==> src/rtl/jac1_run_trace_ctrl.sv <==
// jac1_run_trace_ctrl: run controller and trace recorder for the JAC1 core.
// Holds the core in reset for RES_CYCLES, runs it for RUN_CYCLES, then parks it
// in reset. While running, {timestamp, reg_val} entries are pushed to a FIFO.
// Build option: define JAC1_TRACE_ALL_EN to capture every RUN cycle instead of
// only the cycles where reg_val changed.
module jac1_run_trace_ctrl #(
  parameter int unsigned DataWidth  = 8,
  parameter int unsigned DEPTH      = 16,
  parameter int unsigned TS_W       = 16,
  parameter int unsigned RES_CYCLES = 2,
  parameter int unsigned RUN_CYCLES = 20
) (
  input  logic                      clk,
  input  logic                      sys_res_n,
  input  logic                      start,
  input  logic [DataWidth-1:0]      reg_val,
  output logic                      core_res_n,
  output logic                      running,
  output logic                      run_done,
  input  logic                      rd_en,
  output logic [TS_W+DataWidth-1:0] rd_data,
  output logic                      rd_valid,
  output logic [$clog2(DEPTH):0]    count,
  output logic                      overflow
);

  localparam int unsigned AW   = $clog2(DEPTH);
  localparam int unsigned CNTW = AW + 1;
  localparam int unsigned EW   = TS_W + DataWidth;
  localparam int unsigned MAXC = (RES_CYCLES > RUN_CYCLES) ? RES_CYCLES : RUN_CYCLES;
  localparam int unsigned CW   = $clog2(MAXC + 1);
  localparam logic [TS_W-1:0] TS_MAX = '1;

  typedef enum logic [1:0] {S_IDLE, S_RESET, S_RUN, S_DONE} state_t;

  state_t              state;
  state_t              state_next;
  logic [CW-1:0]       cyc;
  logic [TS_W-1:0]     ts;
  logic [DataWidth-1:0] prev;
  logic                core_res_n_d;
  logic                running_d;
  logic                run_done_d;
  logic                clear;
  logic                capture;
  logic                full;
  logic                pop;
  logic                push;
  logic                drop;
  logic [AW-1:0]       wr_ptr;
  logic [AW-1:0]       rd_ptr;
  logic [EW-1:0]       mem [DEPTH];

  // start is honoured only when idle or parked; it also flushes the trace
  assign clear = start && ((state == S_IDLE) || (state == S_DONE));

  // State register
  always_ff @(posedge clk) begin
    if (!sys_res_n) state <= S_IDLE;
    else            state <= state_next;
  end

  // Next-state logic: phase lengths are timed by cyc
  always_comb begin
    state_next = state;
    case (state)
      S_IDLE:  if (start) state_next = S_RESET;
      S_RESET: if (cyc == CW'(RES_CYCLES - 1)) state_next = S_RUN;
      S_RUN:   if (cyc == CW'(RUN_CYCLES - 1)) state_next = S_DONE;
      S_DONE:  if (start) state_next = S_RESET;
      default: state_next = S_IDLE;
    endcase
  end

  // Output decode from the next state so the registered outputs track state
  always_comb begin
    core_res_n_d = 1'b0;
    running_d    = 1'b0;
    run_done_d   = 1'b0;
    case (state_next)
      S_RUN:   begin core_res_n_d = 1'b1; running_d = 1'b1; end
      S_DONE:  run_done_d = 1'b1;
      default: ;
    endcase
  end

  // Registered control outputs
  always_ff @(posedge clk) begin
    if (!sys_res_n) begin
      core_res_n <= 1'b0;
      running    <= 1'b0;
      run_done   <= 1'b0;
    end else begin
      core_res_n <= core_res_n_d;
      running    <= running_d;
      run_done   <= run_done_d;
    end
  end

  // Phase cycle counter, restarts on every state change
  always_ff @(posedge clk) begin
    if (!sys_res_n)                cyc <= '0;
    else if (state_next != state)  cyc <= '0;
    else if ((state == S_RESET) || (state == S_RUN)) cyc <= cyc + CW'(1);
  end

  // Timestamp: zero on the first RUN cycle, saturating count thereafter
  always_ff @(posedge clk) begin
    if (!sys_res_n)          ts <= '0;
    else if (state != S_RUN) ts <= '0;
    else if (ts != TS_MAX)   ts <= ts + TS_W'(1);
  end

  // Previous-cycle sample of reg_val for change detection
  always_ff @(posedge clk) begin
    if (!sys_res_n) prev <= '0;
    else            prev <= reg_val;
  end

`ifdef JAC1_TRACE_ALL_EN
  assign capture = (state == S_RUN);
`else
  assign capture = (state == S_RUN) && ((cyc == '0) || (reg_val != prev));
`endif

  // A pop in the same cycle frees the slot, so a full FIFO can still accept
  assign full = (count == CNTW'(DEPTH));
  assign pop  = rd_en && (count != '0) && !clear;
  assign push = capture && (!full || pop);
  assign drop = capture && full && !pop;

  // Trace storage
  always_ff @(posedge clk) begin
    if (sys_res_n && push) mem[wr_ptr] <= {ts, reg_val};
  end

  // FIFO pointers, occupancy, sticky overflow and read port
  always_ff @(posedge clk) begin
    if (!sys_res_n) begin
      wr_ptr   <= '0;
      rd_ptr   <= '0;
      count    <= '0;
      overflow <= 1'b0;
      rd_data  <= '0;
      rd_valid <= 1'b0;
    end else begin
      rd_valid <= pop;
      if (pop) rd_data <= mem[rd_ptr];
      if (clear) begin
        wr_ptr   <= '0;
        rd_ptr   <= '0;
        count    <= '0;
        overflow <= 1'b0;
      end else begin
        if (push) wr_ptr <= wr_ptr + AW'(1);
        if (pop)  rd_ptr <= rd_ptr + AW'(1);
        if (push && !pop)      count <= count + CNTW'(1);
        else if (pop && !push) count <= count - CNTW'(1);
        if (drop) overflow <= 1'b1;
      end
    end
  end

endmodule
==> config.mk <==
export PLATFORM = sky130hd
export DESIGN_NAME = jac1_run_trace_ctrl
export DESIGN_NICKNAME = d
export VERILOG_FILES = /design/src/rtl/jac1_run_trace_ctrl.sv
export SDC_FILE = /design/constraint.sdc
export NUM_CORES = 1
export LEC_CHECK = 0
export CORE_ASPECT_RATIO = 0.8
export CORE_MARGIN = 5
export CORE_UTILIZATION = 47
export DETAILED_ROUTE_END_ITERATION = 16
export DONT_BUFFER_PORTS = 1
export PLACE_DENSITY = 0.62
export RECOVER_POWER = 25
export SETUP_SLACK_MARGIN = 0.5
export SYNTH_ARGS = -nofsm -noshare
export SYNTH_HDL_FRONTEND = slang
export SYNTH_SLANG_ARGS = --single-unit
==> constraint.sdc <==
create_clock -name clk -period 12.1 [get_ports clk]
set_clock_uncertainty 0.15 [all_clocks]
set_input_delay 2.42 -clock clk [delete_from_list [all_inputs] [get_ports clk]]
set_output_delay 2.42 -clock clk [all_outputs]
set_load 0.005 [all_outputs]
==> summary.txt <==
Clock tree
  – Worst-path clk slew: 0.06 ns
  – # Post-CTS Setup Buffers: 0
  – H-tree levels: 2
  – CTS tree: done
  – Sinks on Clock Net: 456
  – # hold bufs at CTS: 0
  – Total CTS buffers: 45
  – Clk root buf: clkbuf_16
  – CTS max path bufs: 3
  – Clk_lat worst skew: 0.55 ns
  – Cells resized by post-CTS repair: 0

Global route
  – Met3 global-route usage: 3.73%
  – Initial antenna violation count: 0
  – Met1 Use GR: 27.7%
  – Busiest grt layer: met1
  – Grt ovf: 0
  – Vias in the first global route: 8750
  – First-pass GRT wire length: 55500 µm
  – Largest net degree at the start of global routing: 60
  – Tot GR Track Use: 18.0%
  – GR Util met2: 26.8%

Timing
  – Worst rel slew slack: 30.6%
  – Final period utilization: 45.5%
  – Unrepaired setup endpoints after global routing: false
  – Worst Tran Pin Value: 1.04 ns
  – Post-route setup TNS: 0 ns
  – Setup-failing EPs final: 0
  – Minimum clock period after layout: 5.50 ns
  – Final hold viol count: 0
  – Max-slew violation count: 0
  – WHS: 0.356 ns
  – Fmax: 182 MHz

Detailed routing
  – ANT nets after route: 0
  – Via count: 8433
  – Drt total wl: 36300 µm
  – Vias per inst: 5.75
  – Average wire per standard cell: 24.7 µm
  – DRT iter0 DRCs: 825
  – DR pass1 iterations: 4
  – DRC viols: 0

Layout
  – Antenna cells: 0
  – Area Overhead vs Synth: 11.8%
  – Fillers: 2881
  – Layout Nets: 971
  – Layout cells sized above 1: 20.6%

Critical path
  – Setup crit end kind: flop
  – CP Launch Point: reg_val[7]
  – Worst EP arrival: 5.78 ns
  – Crit path to: count[4]
  – Worst-path fanout max: 18
  – Reg2reg end: mem[0][9]
  – Reg2reg path depth: 8
  – Reg2Reg Setup Slack: 7.78 ns
  – Worst endpoint required time: 12.38 ns
  – Reg2reg start: state[0]
  – Type of the worst setup path: in -> reg
  – Crit start category: primary input

Floorplanning
  – Initial Utilization: 47.4%
  – I/O pin cnt: 46
  – Core area: 37000 µm²
  – Die area: 41200 µm²
  – Die height: 183 µm
  – DIE WIDTH: 226 µm
  – Row Count: 63

Synthesis
  – Synth Warn #: 0
  – Mapped Cells: 929
  – Number of flops mapped to enable cells by yosys: 384
  – Async SR Flop Fraction: 0%
  – Post-synthesis sequential area ratio: 74.1%
  – Synthesized area: 17500 µm²
  – Syn Nets: 958
  – Avg Cell Area, Syn: 18.8 µm²
  – Synth Flop Type: edfxtp_1
  – Synth Register Bits: 456
  – Number of distinct library cells after synthesis: 47

Power and ir drop
  – Lkg Pwr: 6.53 nW
  – VDD IR-drop max: 0.000112 V
  – Pwr dens: 190 nW/µm²

Status
  – Status: finished clean

Placement
  – Dpl hpwl: 20500 µm
  – IO buf count: 0
  – RePlAce Congestion: 0.774

Job
  – MaxCap Viol Count: 0

Worst hold path
  – HP Class: reg -> reg
synthesized netlist by cell type (all sizes together), types with 7 or more instances:
cell,n,area (µm²)
buf,21,141
and2,17,106
inv,16,60.1
a22o,24,210
ha,16,200
a21oi,15,75.1
clkbuf,25,93.8
dfxtp,72,1440
nand2,39,146
a22oi,48,360
xnor2,18,158
nor3,10,55.1
xor2,10,87.6
nand3,15,75.1
nor2,45,169
nor2b,7,43.8
o21ai,11,58.8
mux4,96,2160
edfxtp,384,11500
power by group:
group	switching (mW)	internal (mW)
Sequential	0.0766	1.75
Clock	0.570	0.804
Combinational	0.262	0.246
state kept, by name (all words and copies together), names as in the netlist:
name / cells
running: 1
mem: 384
wr_ptr: 4
count: 5
rd_ptr: 4
run_done: 1
ts: 16
state: 2
prev: 8
rd_data: 24
rd_valid: 1
overflow: 1
cyc: 5
metal layers:
metal	vias to the layer above	share of wire, %
li1	3768	-
met1	4386	47
met2	237	45
met3	42	6.2
met4	0	1.6
met5	-	0
layout by cell type (no fill, tap or decap), types with 4 or more instances in the layout:
| cell | Yosys | routed |
|---|---|---|
| clkbuf_8 | 0 | 4 |
| buf_4 | 3 | 12 |
| a21oi_1 | 15 | 15 |
| xnor2_1 | 18 | 18 |
| clkbuf_16 | 0 | 47 |
| clkbuf_1 | 25 | 13 |
| o21ai_1 | 6 | 6 |
| xor2_1 | 10 | 10 |
| nor2b_1 | 7 | 5 |
| a21o_1 | 4 | 4 |
| a22o_1 | 24 | 24 |
| a22oi_1 | 48 | 48 |
| nor4_1 | 4 | 4 |
| mux4_2 | 96 | 96 |
| edfxtp_1 | 384 | 384 |
| ha_1 | 16 | 16 |
| o21ai_0 | 4 | 4 |
| inv_1 | 15 | 15 |
| dfxtp_1 | 72 | 70 |
| nor3_1 | 9 | 5 |
| nand2_1 | 39 | 39 |
| clkinv_1 | 0 | 6 |
| nand3_1 | 15 | 15 |
| clkinv_2 | 0 | 7 |
| nor2_4 | 0 | 13 |
| nor3_2 | 1 | 5 |
| and2_1 | 17 | 17 |
| mux2i_1 | 5 | 5 |
| nor2_1 | 45 | 31 |
how the worst min path moves through the flow:
stage | startpoint | end | depth (start not counted)
5_1_grt | rd_data[0] | rd_data[0] | 1
3_3_place_gp | rd_data[9] | rd_data[9] | 1
4_1_cts | rd_data[7] | rd_data[7] | 1
2_1_floorplan | overflow | overflow | 2
3_5_place_dp | rd_data[7] | rd_data[7] | 1
6_report | rd_data[7] | rd_data[7] | 1
area by class of cell:
cell class	instances	area, µm²	area share (%)
clock buffers	64	1280	6.54
clock inverters	20	183	0.933
inverters	16	60.1	0.307
multi-input cells	411	4370	22.3
flip-flops and latches	456	13000	66.3
well taps	487	609	3.11
repair buffers	12	90.1	0.460
kinds of logic (layout without fill, tap and decap cells):
group / after synthesis / in the layout / share of synthesized area [%]
AND/OR/NAND/NOR: 148 / 148 / 4.00
flip-flops: 456 / 456 / 74.1
AO/OA/AOI/OAI: 116 / 116 / 4.87
XOR/XNOR: 28 / 28 / 1.40
multiplexers: 102 / 102 / 12.7
buffers and inverters: 62 / 112 / 1.69
adder cells (fa/ha/maj): 17 / 17 / 1.26
worst max-delay path, cell delays in order:
cell	delay, ns
xor2_1	0.13
nor4_1	0.82
a311oi_2	0.49
ha_1	0.41
inv_1	0.11
ha_1	0.26
nor2b_1	0.16
o21a_1	0.18
or3_1	0.30
a21oi_1	0.17
mux2_1	0.33
through the flow:
step / std cells / utilization [%] / setup WS (ns) / cell area, µm² / power, mW
2_1_floorplan: 929 / - / 6.53 / 17500 / 2.26
3_3_place_gp: 1382 / 49.0 / 6.04 / 18100 / 2.38
3_5_place_dp: 1382 / 49.0 / 5.99 / 18100 / 2.38
4_1_cts: 1466 / 53.0 / 6.55 / 19600 / 3.75
5_1_grt: 1466 / 53.0 / 6.45 / 19600 / 3.88
6_report: 1466 / 53.0 / 6.60 / 19600 / 3.71
(Power assumes the default switching activity.)
